### src/rtl/axil_write_master.sv
// rtl/axil_write_master.sv - AXI4-Lite write master with request FIFO and B-response reporting
// Optional B-response timeout enabled by defining AXIL_WR_TIMEOUT_EN.
module axil_write_master #(
  parameter int WIDTH_ADDR     = 32,
  parameter int WIDTH_DATA     = 32,
  parameter int FIFO_DEPTH     = 4,
  parameter int TIMEOUT_CYCLES = 256
) (
  input  logic                          clk,
  input  logic                          reset_n,
  input  logic                          write_en,
  input  logic [WIDTH_ADDR-1:0]         write_addr_in,
  input  logic [WIDTH_DATA-1:0]         write_data_in,
  input  logic [WIDTH_DATA/8-1:0]       strobe_in,
  output logic                          write_ready,
  output logic                          write_done,
  output logic [1:0]                    write_resp,
  output logic [$clog2(FIFO_DEPTH):0]   fifo_level,
  output logic [WIDTH_ADDR-1:0]         awaddr,
  output logic [2:0]                    awprot,
  output logic                          awvalid,
  input  logic                          awready,
  output logic [WIDTH_DATA-1:0]         wdata,
  output logic [WIDTH_DATA/8-1:0]       wstrb,
  output logic                          wvalid,
  input  logic                          wready,
  input  logic [1:0]                    bresp,
  input  logic                          bvalid,
  output logic                          bready
);

  localparam int SW = WIDTH_DATA / 8;
  localparam int PW = $clog2(FIFO_DEPTH);
  localparam int LW = PW + 1;
  localparam int RW = WIDTH_ADDR + WIDTH_DATA + SW;
  localparam logic [LW-1:0] L_DEPTH = LW'(FIFO_DEPTH);

  typedef enum logic [1:0] {
    S_IDLE,
    S_ISSUE,
    S_WAIT_RESP
  } state_t;

  state_t                r_state;
  state_t                w_state_nxt;

  logic [RW-1:0]         r_mem [FIFO_DEPTH];
  logic [PW-1:0]         r_wr_ptr;
  logic [PW-1:0]         r_rd_ptr;
  logic [LW-1:0]         r_level;
  logic [RW-1:0]         w_head;
  logic                  w_push;
  logic                  w_pop;
  logic                  w_empty;

  logic                  r_awvalid;
  logic                  r_wvalid;
  logic                  r_bready;
  logic                  r_write_done;
  logic [1:0]            r_write_resp;
  logic [WIDTH_ADDR-1:0] r_awaddr;
  logic [WIDTH_DATA-1:0] r_wdata;
  logic [SW-1:0]         r_wstrb;

  logic                  w_aw_hs;
  logic                  w_w_hs;
  logic                  w_b_hs;
  logic                  w_issue_done;
  logic                  w_timeout;
  logic                  w_finish;
  logic                  w_enter_wait;

  assign w_empty     = (r_level == '0);
  assign write_ready = (r_level != L_DEPTH);
  assign fifo_level  = r_level;
  assign w_push      = write_en & write_ready;
  assign w_head      = r_mem[r_rd_ptr];

  // Storage has no reset; only pointers and occupancy define validity.
  always_ff @(posedge clk) begin
    if (w_push) begin
      r_mem[r_wr_ptr] <= {write_addr_in, write_data_in, strobe_in};
    end
  end

  always_ff @(posedge clk or negedge reset_n) begin
    if (!reset_n) begin
      r_wr_ptr <= '0;
      r_rd_ptr <= '0;
      r_level  <= '0;
    end else begin
      if (w_push) r_wr_ptr <= r_wr_ptr + 1'b1;
      if (w_pop)  r_rd_ptr <= r_rd_ptr + 1'b1;
      case ({w_push, w_pop})
        2'b10:   r_level <= r_level + 1'b1;
        2'b01:   r_level <= r_level - 1'b1;
        default: r_level <= r_level;
      endcase
    end
  end

  assign w_aw_hs      = r_awvalid & awready;
  assign w_w_hs       = r_wvalid & wready;
  assign w_b_hs       = bvalid & r_bready;
  assign w_issue_done = (~r_awvalid | awready) & (~r_wvalid | wready);

`ifdef AXIL_WR_TIMEOUT_EN
  localparam int TW = $clog2(TIMEOUT_CYCLES + 1);
  logic [TW-1:0] r_to_cnt;

  always_ff @(posedge clk or negedge reset_n) begin
    if (!reset_n) begin
      r_to_cnt <= '0;
    end else if (r_state != S_WAIT_RESP) begin
      r_to_cnt <= '0;
    end else begin
      r_to_cnt <= r_to_cnt + 1'b1;
    end
  end

  // A real bvalid in the expiry cycle wins over the forced completion.
  assign w_timeout = (r_state == S_WAIT_RESP) & ~bvalid &
                     (r_to_cnt == TW'(TIMEOUT_CYCLES - 1));
`else
  assign w_timeout = 1'b0;
`endif

  always_ff @(posedge clk or negedge reset_n) begin
    if (!reset_n) begin
      r_state <= S_IDLE;
    end else begin
      r_state <= w_state_nxt;
    end
  end

  always_comb begin
    w_state_nxt = r_state;
    case (r_state)
      S_IDLE: begin
        if (!w_empty) w_state_nxt = S_ISSUE;
      end
      S_ISSUE: begin
        if (w_issue_done) w_state_nxt = S_WAIT_RESP;
      end
      S_WAIT_RESP: begin
        if (w_b_hs | w_timeout) w_state_nxt = w_empty ? S_IDLE : S_ISSUE;
      end
      default: w_state_nxt = S_IDLE;
    endcase
  end

  always_comb begin
    w_finish     = 1'b0;
    w_enter_wait = 1'b0;
    w_pop        = 1'b0;
    case (r_state)
      S_IDLE: begin
        w_pop = ~w_empty;
      end
      S_ISSUE: begin
        w_enter_wait = w_issue_done;
      end
      S_WAIT_RESP: begin
        w_finish = w_b_hs | w_timeout;
        w_pop    = w_finish & ~w_empty;
      end
      default: begin
        w_pop = 1'b0;
      end
    endcase
  end

  always_ff @(posedge clk or negedge reset_n) begin
    if (!reset_n) begin
      r_awvalid    <= 1'b0;
      r_wvalid     <= 1'b0;
      r_bready     <= 1'b0;
      r_write_done <= 1'b0;
      r_write_resp <= 2'b00;
      r_awaddr     <= '0;
      r_wdata      <= '0;
      r_wstrb      <= '0;
    end else begin
      r_write_done <= w_finish;
      if (w_pop) begin
        {r_awaddr, r_wdata, r_wstrb} <= w_head;
        r_awvalid <= 1'b1;
        r_wvalid  <= 1'b1;
      end else begin
        if (w_aw_hs) r_awvalid <= 1'b0;
        if (w_w_hs)  r_wvalid  <= 1'b0;
      end
      if (w_enter_wait) begin
        r_bready <= 1'b1;
      end else if (w_finish) begin
        r_bready <= 1'b0;
      end
      if (w_finish) begin
        r_write_resp <= w_b_hs ? bresp : 2'b10;
      end
    end
  end

  assign awvalid    = r_awvalid;
  assign wvalid     = r_wvalid;
  assign bready     = r_bready;
  assign write_done = r_write_done;
  assign write_resp = r_write_resp;
  assign awaddr     = r_awaddr;
  assign wdata      = r_wdata;
  assign wstrb      = r_wstrb;
  assign awprot     = 3'b000;

endmodule

### config.mk
export PLATFORM = sky130hd
export DESIGN_NAME = axil_write_master
export DESIGN_NICKNAME = d
export VERILOG_FILES = /design/src/rtl/axil_write_master.sv
export SDC_FILE = /design/constraint.sdc
export NUM_CORES = 1
export LEC_CHECK = 0
export ABC_AREA = 1
export CAP_MARGIN = 10
export CORE_UTILIZATION = 30
export CTS_CLUSTER_DIAMETER = 120
export DETAILED_ROUTE_END_ITERATION = 8
export HOLD_SLACK_MARGIN = 0.05
export PLACE_DENSITY = 0.58
export SLEW_MARGIN = 20
export SYNTH_ARGS = -nofsm -noshare
export SYNTH_HDL_FRONTEND = slang
export SYNTH_SLANG_ARGS = --single-unit
### constraint.sdc
create_clock -name clk -period 12.45 [get_ports clk]
set_input_delay 1.8675 -clock clk [delete_from_list [all_inputs] [get_ports clk]]
set_output_delay 1.8675 -clock clk [all_outputs]
set_load 0.02 [all_outputs]
Yosys cells after proc, flatten, opt, wreduce, memory -nomap -nowiden --
Memory sizes are Yosys's and may differ from the RTL's. A register that Yosys moved wholly into a read port is not among the register bits. Index checks and enable logic that the tools add are counted.
Cells by class: add/sub/neg operators 4, equality and inequality tests 8, multiplexer cells 18, bitwise operators 11, reductions and logical operators 8
Operators by type and width (number):
- 1-bit two-way mux | 11
- 2-bit two-way mux | 4
- 2-bit nonzero test | 4
- 1-bit AND | 6
- 2-bit != test, second input constant | 3
- 2-bit case mux with 3 select lines | 1
- 3-bit case mux with 2 select lines | 1
- 2-bit by 1-bit adder with 2-bit output, second input constant | 2
- 2-bit by 1-bit == test with 1-bit output, second input constant | 2
- 2-bit == test, second input constant | 2
- 3-bit by 1-bit adder with 3-bit output, second input constant | 1
- 3-bit logical NOT | 1
- 3-bit != test, second input constant | 1
- 1-bit NOT | 3
- 3-bit AND reduction | 1
- 3-bit by 1-bit subtractor with 3-bit output, second input constant | 1
- 2-bit logical NOT | 1
- 1-bit bitwise OR | 2
- 1-bit case mux with 2 select lines | 1
- 1-bit logical NOT | 1
Word-level totals: register bits after elaboration 15, RAM bits 272, output and inout bits 81, logic and storage cells 59, memories kept 1
Memory list:
- r_mem | words 4, bits a word 68, read ports 1, clocked after memory_dff 1, write ports 1, line 47 | logic [RW-1:0] r_mem [FIFO_DEPTH];

Longest topological paths before layout --
depth after elaboration 6, gate-level depth with buffers 12, mapped depth without buffers 11

Worst setup path before layout --
Ideal clock, no wire load.
kind input to register, start point in write_en, end point mem r_mem[0][0] in the netlist's numbering, enable pin, setup time 0.495 ns, arrival 4.882 ns, data required time 11.955 ns, slack 7.074 ns, stages 2, path buffers 0, cell sequence nand2_1 > nor2_1
Between the ends: longest elaborated chain between the ends 3
RTL lines:
- from (decl) | line 11 | input logic write_en,
- 1-bit AND | line 76 | assign w_push = write_en & write_ready;
- 1-bit two-way mux | line 81 | if (w_push) begin
- 1-bit two-way mux (implied by the code) | line 82 | r_mem[r_wr_ptr] <= {write_addr_in, write_data_in, strobe_in};
- to (decl) | line 47
No other way between the ends.

Worst setup path after layout --
start point in write_en, end point mem r_mem[3][23] in the netlist's numbering, enable pin
The elaborated chain is that of the path after synthesis.

==> impl_metrics.ini <==
[run_status]
status = complete, no violations

[route]
drt_first_iter_violations = 522
ant_nets = 0
wl_met2_um = 16300
via_per_inst = 4.16
drc = 0
dr_wl_met3_um = 1720
wire_per_inst_um = 15.0
dr.max_layer_used = met5
drt-pass1-iter-count = 4
routed_wl_um = 34100
vias = 9449
met1_length_um = 15400

[job]
drv_cap = 0

[timing]
hold_viol = 0
fin_crit_sh = 0.323
relSlewSlack = 0.283
fin_setup_tns_ns = 0
fmax_ghz = 0.248
slew_viol_final = 0
rsz0062_at_grt = no
setup_viol = 0
skew_ns = 0.0146
worst_slack_ns = 8.43
period_needed_ns = 4.02
tightestPinTransition_ns = 1.08

[pwr]
pwr-share-seq = 0.395
pwr-share-comb = 0.356
clockPowerShare = 0.249
switching_power_mw = 1.65
power_density_mw_per_mm2 = 248
p_int_mw = 2.82
leakagePower_nw = 8.19
switching_share = 0.369
p_total_mw = 4.47
vdd_drop_max_v = 0.000129

[cts]
insertion_delay_ns = 0.53
cts_resized = 0
cts_tree = built
path_clk_slew_ns = 0.06
hold_buffers = 0
postCtsSetupRepairBufs = 0
cts_buffer_depth = 3
cts_made_buffers = 37
cts_sinks = 355
cts_max_level = 2
clockRootBuffer = clkbuf_16

[logic_synthesis]
synth.avg_cell_area_um2 = 10.2
netlist_instances = 1444
yosys_warnings = 0
synth_top_area_share = 0.553
ys_seq_elements = 355
synth-seq-area-share = 0.694
syn-cell-area_mm2 = 0.0148
synth_top_area_cell = edfxtp_1
synth.area.top_cells = edfxtp_1 55%, nand2_1 15%, dfrtp_1 14%
ys_types = 23

[placement]
hpwl_um = 19500
io_buffers = 153
place_ws_ns = 7.81
gp_congestion = 0.714
placed_cells = 2203

[worst_hold_path]
hp-start = wdata[11]$_DFFE_PN0P_
hp-class = reg -> reg
whs_endpoint = wdata[11]$_DFFE_PN0P_
hold_depth = 2

[global_routing]
antenna_found_initial = 3
grt_pass1_vias = 9496
grt_overflow = 0
grt_usage = 0.137
grt_max_degree = 76
grt_first_pass_wirelength_um = 52900

[floorplanning]
start_util = 0.307
die_w_um = 224
rows = 80
dieArea_mm2 = 0.0501
die_h_um = 224
core_mm2 = 0.0481
io_pins = 157

[worst_setup_path]
r2r-end = wstrb[2]$_DFFE_PN0P_
critPathRequiredTime_ns = 12.61
crit_slowest_cell = nor2_4
start_kind = input pin
cp.arrival_ns = 4.18
critical_path_class = in -> reg
path_max_fanout = 40
r2r_slack_ns = 9.56
crit_chain = clkdlybuf4s50_1 -> nand2_1 -> nor2_4 -> buf_4
r2r-start = r_rd_ptr[0]$_DFFE_PN0P_
slowest_delay_ns = 0.82
r2r_cells = 7
endpoint_kind = flop

[final_layout]
drive_gt1_frac = 0.0489
final_nets = 1668
multi_input_area_mm2 = 0.00308
seq_area_mm2 = 0.0102
final_cell_mix = 573 x nand2_1, 288 x inv_1, 272 x edfxtp_1, 152 x clkdlybuf4s50_1, 138 x nand3_1
finish.utilization = 0.375
nFillCells = 4683
layout_commonest_cell = nand2_1
fin_cells = 2271
area_growth_pct = 22.5
==> power groups by stage <==
stage	logic [mW]	registers, mW	clock network (mW)
floorplan	0.939	1.90	0
global placement	1.61	1.79	0
detailed placement	1.63	1.79	0
CTS	1.64	1.77	1.15
global route	1.80	1.80	1.19
finish	1.59	1.77	1.12
==> worst max-delay path by stage <==
stage                                        end  slack, ns      from
after floorplan            r_mem[0][0]$_DFFE_PP_       7.07  write_en
after global placement    r_mem[3][44]$_DFFE_PP_       7.84  write_en
after detailed placement  r_mem[3][44]$_DFFE_PP_       7.81  write_en
after CTS                 r_mem[3][38]$_DFFE_PP_       8.36  write_en
after global routing      r_mem[3][38]$_DFFE_PP_       8.24  write_en
final                     r_mem[3][23]$_DFFE_PP_       8.43  write_en
==> worst max-delay path, delay by kind of cell <==
| kind | cells | cell delay [ns] |
|---|---|---|
| buf+inv | 2 | 1.15 |
| simple gates | 2 | 1.11 |
==> per-layer routing <==
layer,GRT usage,vias up
met1,0.174,4482
met3,0.0303,50
met4,0.0395,4
met5,0,-
li1,-,4739
met2,0.235,174
==> stage by stage <==
| step | hold slack (ns) | instance area, µm² |
|---|---|---|
| after detailed placement | 0.465 | 16900 |
| after floorplan | 0.492 | 14800 |
| after global routing | 0.497 | 18100 |
| after CTS | 0.481 | 18100 |
| final | 0.475 | 18100 |
| after global placement | 0.457 | 16900 |
==> final cells by class <==
cell class              count  area share
clock inverters            21      0.0124
multi-input cells         737       0.170
diodes                      1    0.000138
repair buffers            164      0.0891
flip-flops and latches    355       0.567
inverters                 291      0.0606
clock buffers              46      0.0553
well taps                 656      0.0454
==> Yosys cell counts, drive strengths merged <==
cell    count
nand4       2
nor3        1
clkbuf      5
xor2        2
fa          1
nand2     573
o21ai       2
inv       291
conb        1
xnor2       2
buf        58
edfxtp    272
nand3     139
dfrtp      83
nand3b      1
ha          5
nor2        6
==> cell families (layout without fill, tap and decap cells) <==
logic type / count (synthesis) / after routing / synth area share
fa+ha+maj: 6 / 6 / 0.00560
flops: 355 / 355 / 0.694
compound gates: 2 / 2 / 0.000678
simple gates: 722 / 722 / 0.196
other cells: 1 / 4 / 0.000254
buf+inv: 354 / 522 / 0.101
xor+xnor: 4 / 4 / 0.00237
==> registers in the layout, summed over array words and instances, names as in the netlist <==
name,cells
write_resp,2
awaddr,32
awvalid,1
r_mem,272
write_done,1
wvalid,1
wstrb,4
bready,1
r_rd_ptr,2
wdata,32
fifo_level,3
r_wr_ptr,2
r_state,2
No activity file was read; power rests on OpenSTA's default activity.
